==> src/rtl/mem_lsu.sv <==
// Load/store unit between EX/MEM and a word-only data memory.
// Loads are extracted from the combinational read word; sb/sh become a stall-then-merge read-modify-write.
module mem_lsu (
   input  logic        clk,
   input  logic        rst_n,
   input  logic        req_valid,
   input  logic        req_we,
   input  logic [2:0]  req_funct3,
   input  logic [31:0] req_addr,
   input  logic [31:0] req_wdata,
   output logic        stall,
   output logic [31:0] mem_addr,
   output logic [31:0] mem_din,
   output logic        mem_we,
   input  logic [31:0] mem_dout,
   output logic        wb_valid,
   output logic [31:0] wb_data,
   output logic        err_valid,
   output logic [31:0] err_addr
);

   // state | meaning
   // IDLE  | accept requests; loads, sw and illegal requests complete in one cycle
   // MERGE | write old_word merged with the held sb/sh data; req_* ignored

   localparam logic [2:0] F3_B  = 3'b000;
   localparam logic [2:0] F3_H  = 3'b001;
   localparam logic [2:0] F3_W  = 3'b010;
   localparam logic [2:0] F3_BU = 3'b100;
   localparam logic [2:0] F3_HU = 3'b101;

   typedef enum logic {
      IDLE  = 1'b0,
      MERGE = 1'b1
   } state_t;

   state_t      state;
   state_t      state_nxt;

   logic [31:0] old_word;
   logic [31:0] rmw_addr;
   logic [15:0] rmw_wdata;
   logic        rmw_half;

   logic        funct3_ok;
   logic        align_ok;
   logic        legal;
   logic        active;
   logic        do_load;
   logic        do_sw;
   logic        do_rmw;

   logic [7:0]  load_byte;
   logic [15:0] load_half;
   logic [31:0] load_word;

   logic [3:0]  lane_mask;
   logic [31:0] bit_mask;
   logic [31:0] lane_data;
   logic [31:0] merged;

   // Unsigned sub-word variants exist only for loads.
   always_comb begin
      funct3_ok = 1'b0;
      case (req_funct3)
         F3_B, F3_H, F3_W: funct3_ok = 1'b1;
         F3_BU, F3_HU:     funct3_ok = !req_we;
         default:          funct3_ok = 1'b0;
      endcase
   end

   always_comb begin
      align_ok = 1'b0;
      case (req_funct3[1:0])
         2'b00:   align_ok = 1'b1;
         2'b01:   align_ok = !req_addr[0];
         2'b10:   align_ok = (req_addr[1:0] == 2'b00);
         default: align_ok = 1'b0;
      endcase
   end

   assign legal   = funct3_ok && align_ok;
   assign active  = (state == IDLE) && req_valid;
   assign do_load = active && legal && !req_we;
   assign do_sw   = active && legal && req_we && (req_funct3[1:0] == 2'b10);
   assign do_rmw  = active && legal && req_we && (req_funct3[1:0] != 2'b10);

   always_comb begin
      load_byte = mem_dout[7:0];
      case (req_addr[1:0])
         2'b00:   load_byte = mem_dout[7:0];
         2'b01:   load_byte = mem_dout[15:8];
         2'b10:   load_byte = mem_dout[23:16];
         default: load_byte = mem_dout[31:24];
      endcase
      load_half = req_addr[1] ? mem_dout[31:16] : mem_dout[15:0];
      load_word = mem_dout;
      case (req_funct3)
         F3_B:    load_word = {{24{load_byte[7]}}, load_byte};
         F3_H:    load_word = {{16{load_half[15]}}, load_half};
         F3_BU:   load_word = {24'h000000, load_byte};
         F3_HU:   load_word = {16'h0000, load_half};
         default: load_word = mem_dout;
      endcase
   end

   // Replicate the store data into every lane, then pick lanes with a byte mask.
   always_comb begin
      if (rmw_half) begin
         lane_mask = rmw_addr[1] ? 4'b1100 : 4'b0011;
         lane_data = {2{rmw_wdata}};
      end else begin
         lane_mask = 4'b0001 << rmw_addr[1:0];
         lane_data = {4{rmw_wdata[7:0]}};
      end
      bit_mask = {{8{lane_mask[3]}}, {8{lane_mask[2]}}, {8{lane_mask[1]}}, {8{lane_mask[0]}}};
      merged   = (old_word & ~bit_mask) | (lane_data & bit_mask);
   end

   always_ff @(posedge clk or negedge rst_n) begin
      if (!rst_n) begin
         state <= IDLE;
      end else begin
         state <= state_nxt;
      end
   end

   always_comb begin
      state_nxt = state;
      case (state)
         IDLE:    state_nxt = do_rmw ? MERGE : IDLE;
         MERGE:   state_nxt = IDLE;
         default: state_nxt = IDLE;
      endcase
   end

   always_comb begin
      stall    = 1'b0;
      mem_we   = 1'b0;
      mem_addr = req_addr;
      mem_din  = req_wdata;
      case (state)
         IDLE: begin
            stall  = do_rmw;
            mem_we = do_sw;
         end
         MERGE: begin
            mem_addr = rmw_addr;
            mem_din  = merged;
            mem_we   = 1'b1;
         end
         default: begin
            stall  = 1'b0;
            mem_we = 1'b0;
         end
      endcase
      // Reset must never let a half-finished merge reach memory.
      if (!rst_n) begin
         stall  = 1'b0;
         mem_we = 1'b0;
      end
   end

   always_ff @(posedge clk or negedge rst_n) begin
      if (!rst_n) begin
         old_word  <= 32'h0;
         rmw_addr  <= 32'h0;
         rmw_wdata <= 16'h0;
         rmw_half  <= 1'b0;
      end else if (do_rmw) begin
         old_word  <= mem_dout;
         rmw_addr  <= req_addr;
         rmw_wdata <= req_wdata[15:0];
         rmw_half  <= req_funct3[0];
      end
   end

   always_ff @(posedge clk or negedge rst_n) begin
      if (!rst_n) begin
         wb_valid  <= 1'b0;
         wb_data   <= 32'h0;
         err_valid <= 1'b0;
         err_addr  <= 32'h0;
      end else begin
         wb_valid  <= 1'b0;
         err_valid <= 1'b0;
         if (active && !legal) begin
            err_valid <= 1'b1;
            err_addr  <= req_addr;
         end else if (do_load) begin
            wb_valid <= 1'b1;
            wb_data  <= load_word;
         end
      end
   end

endmodule

==> config.mk <==
export PLATFORM = sky130hd
export DESIGN_NAME = mem_lsu
export DESIGN_NICKNAME = d
export VERILOG_FILES = /design/src/rtl/mem_lsu.sv
export SDC_FILE = /design/constraint.sdc
export NUM_CORES = 1
export LEC_CHECK = 0
export ABC_AREA = 1
export CORE_MARGIN = 1.5
export CORE_UTILIZATION = 45
export CTS_CLUSTER_DIAMETER = 60
export DETAILED_ROUTE_END_ITERATION = 8
export GPL_ROUTABILITY_DRIVEN = 0
export MAX_ROUTING_LAYER = met4
export PLACE_DENSITY = 0.78
export SYNTH_ARGS = -nofsm -noshare
export SYNTH_HDL_FRONTEND = slang
export SYNTH_SLANG_ARGS = --single-unit
==> constraint.sdc <==
create_clock -name clk -period 3.1 [get_ports clk]
set_input_delay 0.62 -clock clk [delete_from_list [all_inputs] [get_ports clk]]
set_output_delay 0.62 -clock clk [all_outputs]
set_load 0.02 [all_outputs]
==> qor.yml, run 1 <==
status: "finished clean"
p_sw_share_pct: 32.8
coreArea_um2: 16500
finClkSkew_ns: 0.00988
p_seq_share_pct: 39.8
rsz0062_at_grt: "false"
ys_ff_latch: 148
critical_path_class: "input pin to output pin"
cts_buffer_depth: 2
p_leak_nw: 5.21
syn_nets: 1139
cts_root_buf: "clkbuf_16"
slowest_delay_ns: 0.68
grt_use_total_pct: 27.8
critPathMostFrequentCell: "clkdlybuf4s50_1"
avgViaCountPerCell: 5.14
h-tree-depth: 4
diodes: 0
synth_edf_count: 0
synth_cells: 1036
yosysWarnings: 0
vias: 7631
crit_chain: "clkdlybuf4s50_1 -> inv_2 -> nand2_1 -> nand2_2 -> nand4_4 -> nor3_1 -> clkdlybuf4s50_1"
drt-pass1-iter-count: 5
ys_types: 21
io_pins: 235
syn2layout_area_growth_pct: 42.6
dieArea_um2: 17500
die_h_um: 132
switchingPower_mw: 2.16
cts_tree: "done"
place_area_um2: 10100
fin_crit_ns: 3.01
synth-async-reset-ratio_pct: 100
grt_pass1_vias: 7100
clk_pin_slew_ns: 0.06
setup_viol: 0
cts_buffers: 17
internal_power_mw: 4.42
port_buffers: 234
slew_viol_final: 0
cpMaxStageDelayCell: "clkdlybuf4s50_1"
netlist_top_cells_count: "nand2_1, dfrtp_1, o21ai_0"
power_frac_comb_pct: 27.3
rows: 47
die_w_um: 132
drc_errors: 0
grt_start_max_net_pins: 149
critPathMaxFanout: 5
synth.top_cell.area_share_pct: 49.2
power_density_nw_per_um2: 613
critPathRequiredTime_ns: 2.48
yosys_most_used_dff: "dfrtp_1"
grt_pass1_wl_um: 37500
cp_num_buf_inv: 3
end_kind: "output pin"
peakVddDrop_mv: 0.407
cts_sinks: 148
hp-class: "input pin to asynchronous set/reset pin"
post_cts_buffers: 0
hold_viol_final: 0
syn_area_um2: 7520
design_area_um2: 10700
cp_data_arrival_time_ns: 2.39
power.share.clock_pct: 32.9
yosysSeqAreaShare_pct: 49.2
yosys-top-cells-area: "dfrtp_1, nand2_1, o21ai_0"
ant_nets: 0
fmax_ghz: 0.332
drive_above_1_share_pct: 5.85
nets: 1354
overflow: 0
fin_total_pwr_mw: 6.58
antenna_found_initial: 0
synth_area_leader_cell: "dfrtp_1"
synth.avg_cell_area_um2: 7.26
drt_iter0_markers: 737
clock_latency_ns: 0.43
setup_tns_ns: 0
crit_family: "buffers and inverters"
cap_violations: 0
final_core_util_pct: 65.2
tightest_slew_ns: 1.28
synth.most_common_cell: "nand2_1"
dp_hpwl_um: 16300
start_kind: "input pin"
maxSlewHeadroom_pct: 14.0
fin_crit_sh_pct: 97.2
wl_per_cell_um: 15.9
drt-total-wl_um: 23500
start_util_pct: 45.7
==> cells by family (layout without fill, tap and decap cells) <==
family                 after synthesis  after routing  synth area share [%]
muxes                                8              8                  1.06
and+or+nand+nor                    554            554                  28.5
AOI/OAI and AO/OA                  209            209                  14.7
DFF                                148            148                  49.2
buffers and inverters              117            345                  6.54
==> registers in the layout, indices dropped and copies added (netlist names) <==
signal,cells
wb_data,32
rmw_half,1
rmw_wdata,16
err_addr,32
state,1
err_valid,1
wb_valid,1
rmw_addr,32
old_word,32
==> power by group through the flow <==
stage	combinational (mW)	clock (mW)	sequential [mW]
after global routing	1.97	2.30	2.66
after global placement	1.75	0	2.63
after floorplan	0.763	0	2.76
after detailed placement	1.79	0	2.64
final	1.80	2.17	2.62
after CTS	1.80	2.20	2.61
==> routing by layer <==
layer	part of all wire [%]	track usage (%)
met5	0	-
met4	2.8	10.1
met1	45	39.4
met3	6.9	5.46
met2	45	39.6
==> worst reg2reg max path, stage by stage (launching register included) <==
cell	delay, ns
dfrtp_2	0.43
nor2_1	0.29
nand4_4	0.16
buf_4	0.34
nor2_4	0.24
buf_12	0.29
nand2_1	0.12
nand2_1	0.09
==> cell usage in the layout, fill, tap and decap left out <==
master	n
a21boi_0	6
clkbuf_16	17
inv_6	5
dlymetal6s2s_1	1
nor3_1	2
buf_4	27
clkdlybuf4s50_1	232
o211ai_1	18
inv_1	44
nor2_1	66
inv_8	2
bufinv_16	3
clkinv_4	2
clkinv_2	1
inv_2	5
buf_12	3
buf_6	1
nand4_1	2
nand2_2	2
o21ai_1	51
dfrtp_2	1
a21oi_1	35
dfrtp_1	147
nand3_1	22
nand4_4	1
clkinvlp_4	2
mux2i_1	8
nor2_4	2
o21ai_0	99
nand2_1	457
==> cell type report <==
cell class	instances	area, µm²
Timing Repair Buffer	264	2610
Clock inverter	15	194
Sequential cell	148	3700
Multi-Input combinational cell	771	3340
Inverter	49	184
Fill cell	1400	5740
Clock buffer	17	425
Tap cell	220	275
==> stage by stage <==
step / setup slack (ns) / hold slack, ns / std cells
3_5_place_dp: 0.0291 / 0.464 / 1452
5_1_grt: 0.00564 / 0.407 / 1484
3_3_place_gp: 0.0471 / 0.462 / 1452
4_1_cts: 0.0283 / 0.380 / 1484
2_1_floorplan: 0.688 / 0.324 / 1036
6_report: 0.0869 / 0.330 / 1484
==> worst paths after layout <==
path	from	end	slack, ns	cells after the start
setup / recovery	req_funct3[1]	stall	0.09	7
hold / removal	rst_n	rmw_addr[2]$_DFFE_PN0N_	0.33	2
setup reg to reg	state$_DFF_PN0_	old_word[29]$_DFFE_PN0N_	1.07	7
hold reg to reg	err_addr[24]$_DFFE_PN0P_	err_addr[24]$_DFFE_PN0P_	0.48	2
max in group asynchronous	rst_n	state$_DFF_PN0_	2.18	2
min in group clk	err_addr[24]$_DFFE_PN0P_	err_addr[24]$_DFFE_PN0P_	0.48	2
==> repair_timing <==
item | in CTS | in global routing
hold buffers | 0 | 0
gates resized for setup | 0 | 3
setup endpoints to repair | 0 | 12
Note: power is estimated with default switching activity, not from simulation.
==> run 2, diff against run 1 <==
==> constraint.sdc (replaced) <==
create_clock -name clk -period 3.45 [get_ports clk]
set_input_delay 0.69 -clock clk [delete_from_list [all_inputs] [get_ports clk]]
set_output_delay 0.69 -clock clk [all_outputs]
set_load 0.02 [all_outputs]
==> run 2 against run 1 <==
  * Global-route usage about the same
  * Clock skew decreased by 0.0025 ns
  * Total power decreased by 12%
  * Hold slack got worse by 0.20 ns
  * Via count decreased by 0.33%
  * Highest routed layer unchanged
  * Largest cell class unchanged
  * Wire length decreased by 1.4%
==> qor.yml, run 2 (synthesized netlist as in run 1, its figures left out) <==
critPathMostFrequentCell: "nor2_1"
h-tree-depth: 4
drt-total-wl_um: 23200
cp_data_arrival_time_ns: 2.62
rsz0062_at_grt: "false"
design_area_um2: 10600
peakVddDrop_mv: 0.363
rows: 47
drive_above_1_share_pct: 5.48
fin_crit_ns: 3.31
die_w_um: 132
cpMaxStageDelayCell: "clkdlybuf4s50_1"
overflow: 0
fin_crit_sh_pct: 95.9
syn2layout_area_growth_pct: 41.2
timing.final.ws_setup_ns: 0.142
ant_nets: 0
post_cts_buffers: 0
final_common_cell: "nand2_1"
fillers: 1447
drc_errors: 0
antenna_found_initial: 0
grt_pass1_vias: 7025
clock_latency_ns: 0.43
wl_per_cell_um: 15.7
setup_viol: 0
nets: 1350
status: "finished clean"
cts_root_buf: "clkbuf_16"
coreArea_um2: 16500
critical_path_class: "input pin to output pin"
io_pins: 235
critPathMaxFanout: 4
die_h_um: 132
critPathRequiredTime_ns: 2.76
start_util_pct: 45.7
slowest_delay_ns: 0.67
power_density_nw_per_um2: 543
fin_total_pwr_mw: 5.76
diodes: 0
cts_sinks: 148
port_buffers: 234
grt_use_total_pct: 27.8
fmax_ghz: 0.302
slew_viol_final: 0
preCtsSetupSlack_ns: 0.181
cts_buffer_depth: 2
grt_pass1_wl_um: 37300
setup_tns_ns: 0
most-common-layout-cells: "nand2_1, clkdlybuf4s50_1, dfrtp_1, o21ai_0, nor2_1"
drt_iter0_markers: 584
drt-pass1-iter-count: 5
clk_pin_slew_ns: 0.06
dp_hpwl_um: 16300
dieArea_um2: 17500
maxSlewHeadroom_pct: 41.9
place_area_um2: 10000
end_kind: "output pin"
hold_viol_final: 0
crit_chain: "clkdlybuf4s50_1 -> inv_1 -> nor2_1 -> nand4_4 -> nor2_1 -> nor2_1 -> nor2_1 -> clkdlybuf4s50_1"
grt_start_max_net_pins: 68
p_leak_nw: 5.14
cap_violations: 0
finClkSkew_ns: 0.00736
cts_buffers: 17
cts_tree: "done"
vias: 7606
hp-class: "input pin to asynchronous set/reset pin"
avgViaCountPerCell: 5.14
tightest_slew_ns: 0.871
start_kind: "input pin"
[run 2: cell types whose count changed in the layout (fill, tap and decap cells not counted), sizes merged]
cell | previous run | this run
buf | 31 | 27
bufinv | 3 | 2
clkdlybuf4s50 | 232 | 233
clkinv | 3 | 8
dlymetal6s2s | 1 | 0
inv | 56 | 52
[run 2: critical path: cells and delay by family]
| family | cells | cell delay, ns |
|---|---|---|
| buffers and inverters | 3 | 1.15 |
| and+or+nand+nor | 5 | 0.77 |
[run 2: per-stage QoR]
step | std cells | hold slack (ns) | utilization, %
finish | 1480 | 0.131 | 64.5
global route | 1480 | 0.141 | 64.5
CTS | 1480 | 0.130 | 64.5
detailed placement | 1448 | 0.464 | 61.0
global placement | 1448 | 0.462 | 61.0
floorplan | 1036 | 0.394 | -
[run 2: what timing repair did]
| item | CTS | global route |
|---|---|---|
| hold buffers | 0 | 0 |
| resized for setup | 0 | 1 |
| endpoints found under the hold margin | 0 | 0 |
| setup endpoints to repair | 0 | 3 |
[run 2: final cells by class]
cell class | instances | area, µm² | area share [%]
sequential | 148 | 3700 | 34.9
tap | 220 | 275 | 2.59
clock inverter | 15 | 156 | 1.47
inverter | 49 | 184 | 1.73
timing repair buffer | 260 | 2540 | 23.9
clock buffer | 17 | 425 | 4.00
multi-input combinational | 771 | 3340 | 31.4
[run 2: final timing paths]
kind / from / endpoint / slack (ns) / cells after the start
max: req_valid / mem_we / 0.14 / 8
min: rst_n / err_addr[4]$_DFFE_PN0P_ / 0.13 / 1
max reg2reg: state$_DFF_PN0_ / old_word[0]$_DFFE_PN0N_ / 1.10 / 7
min reg2reg: err_addr[24]$_DFFE_PN0P_ / err_addr[24]$_DFFE_PN0P_ / 0.48 / 2
max in group asynchronous: rst_n / state$_DFF_PN0_ / 2.14 / 2
min in group clk: err_addr[24]$_DFFE_PN0P_ / err_addr[24]$_DFFE_PN0P_ / 0.48 / 2
[run 2: per-layer routing]
layer / track usage [%] / wire length, µm / vias up / part of all wire (%)
li1: - / - / 3721 / -
met1: 38.5 / 10600 / 3526 / 46
met2: 40.8 / 10400 / 307 / 45
met3: 4.96 / 1440 / 52 / 6.2
met4: 10.7 / 680 / 0 / 2.9
met5: - / 0 / - / 0
[run 2: power by group]
| group | internal (mW) | switching [mW] |
|---|---|---|
| Sequential | 2.11 | 0.234 |
| Clock | 1.07 | 0.754 |
| Combinational | 0.700 | 0.899 |
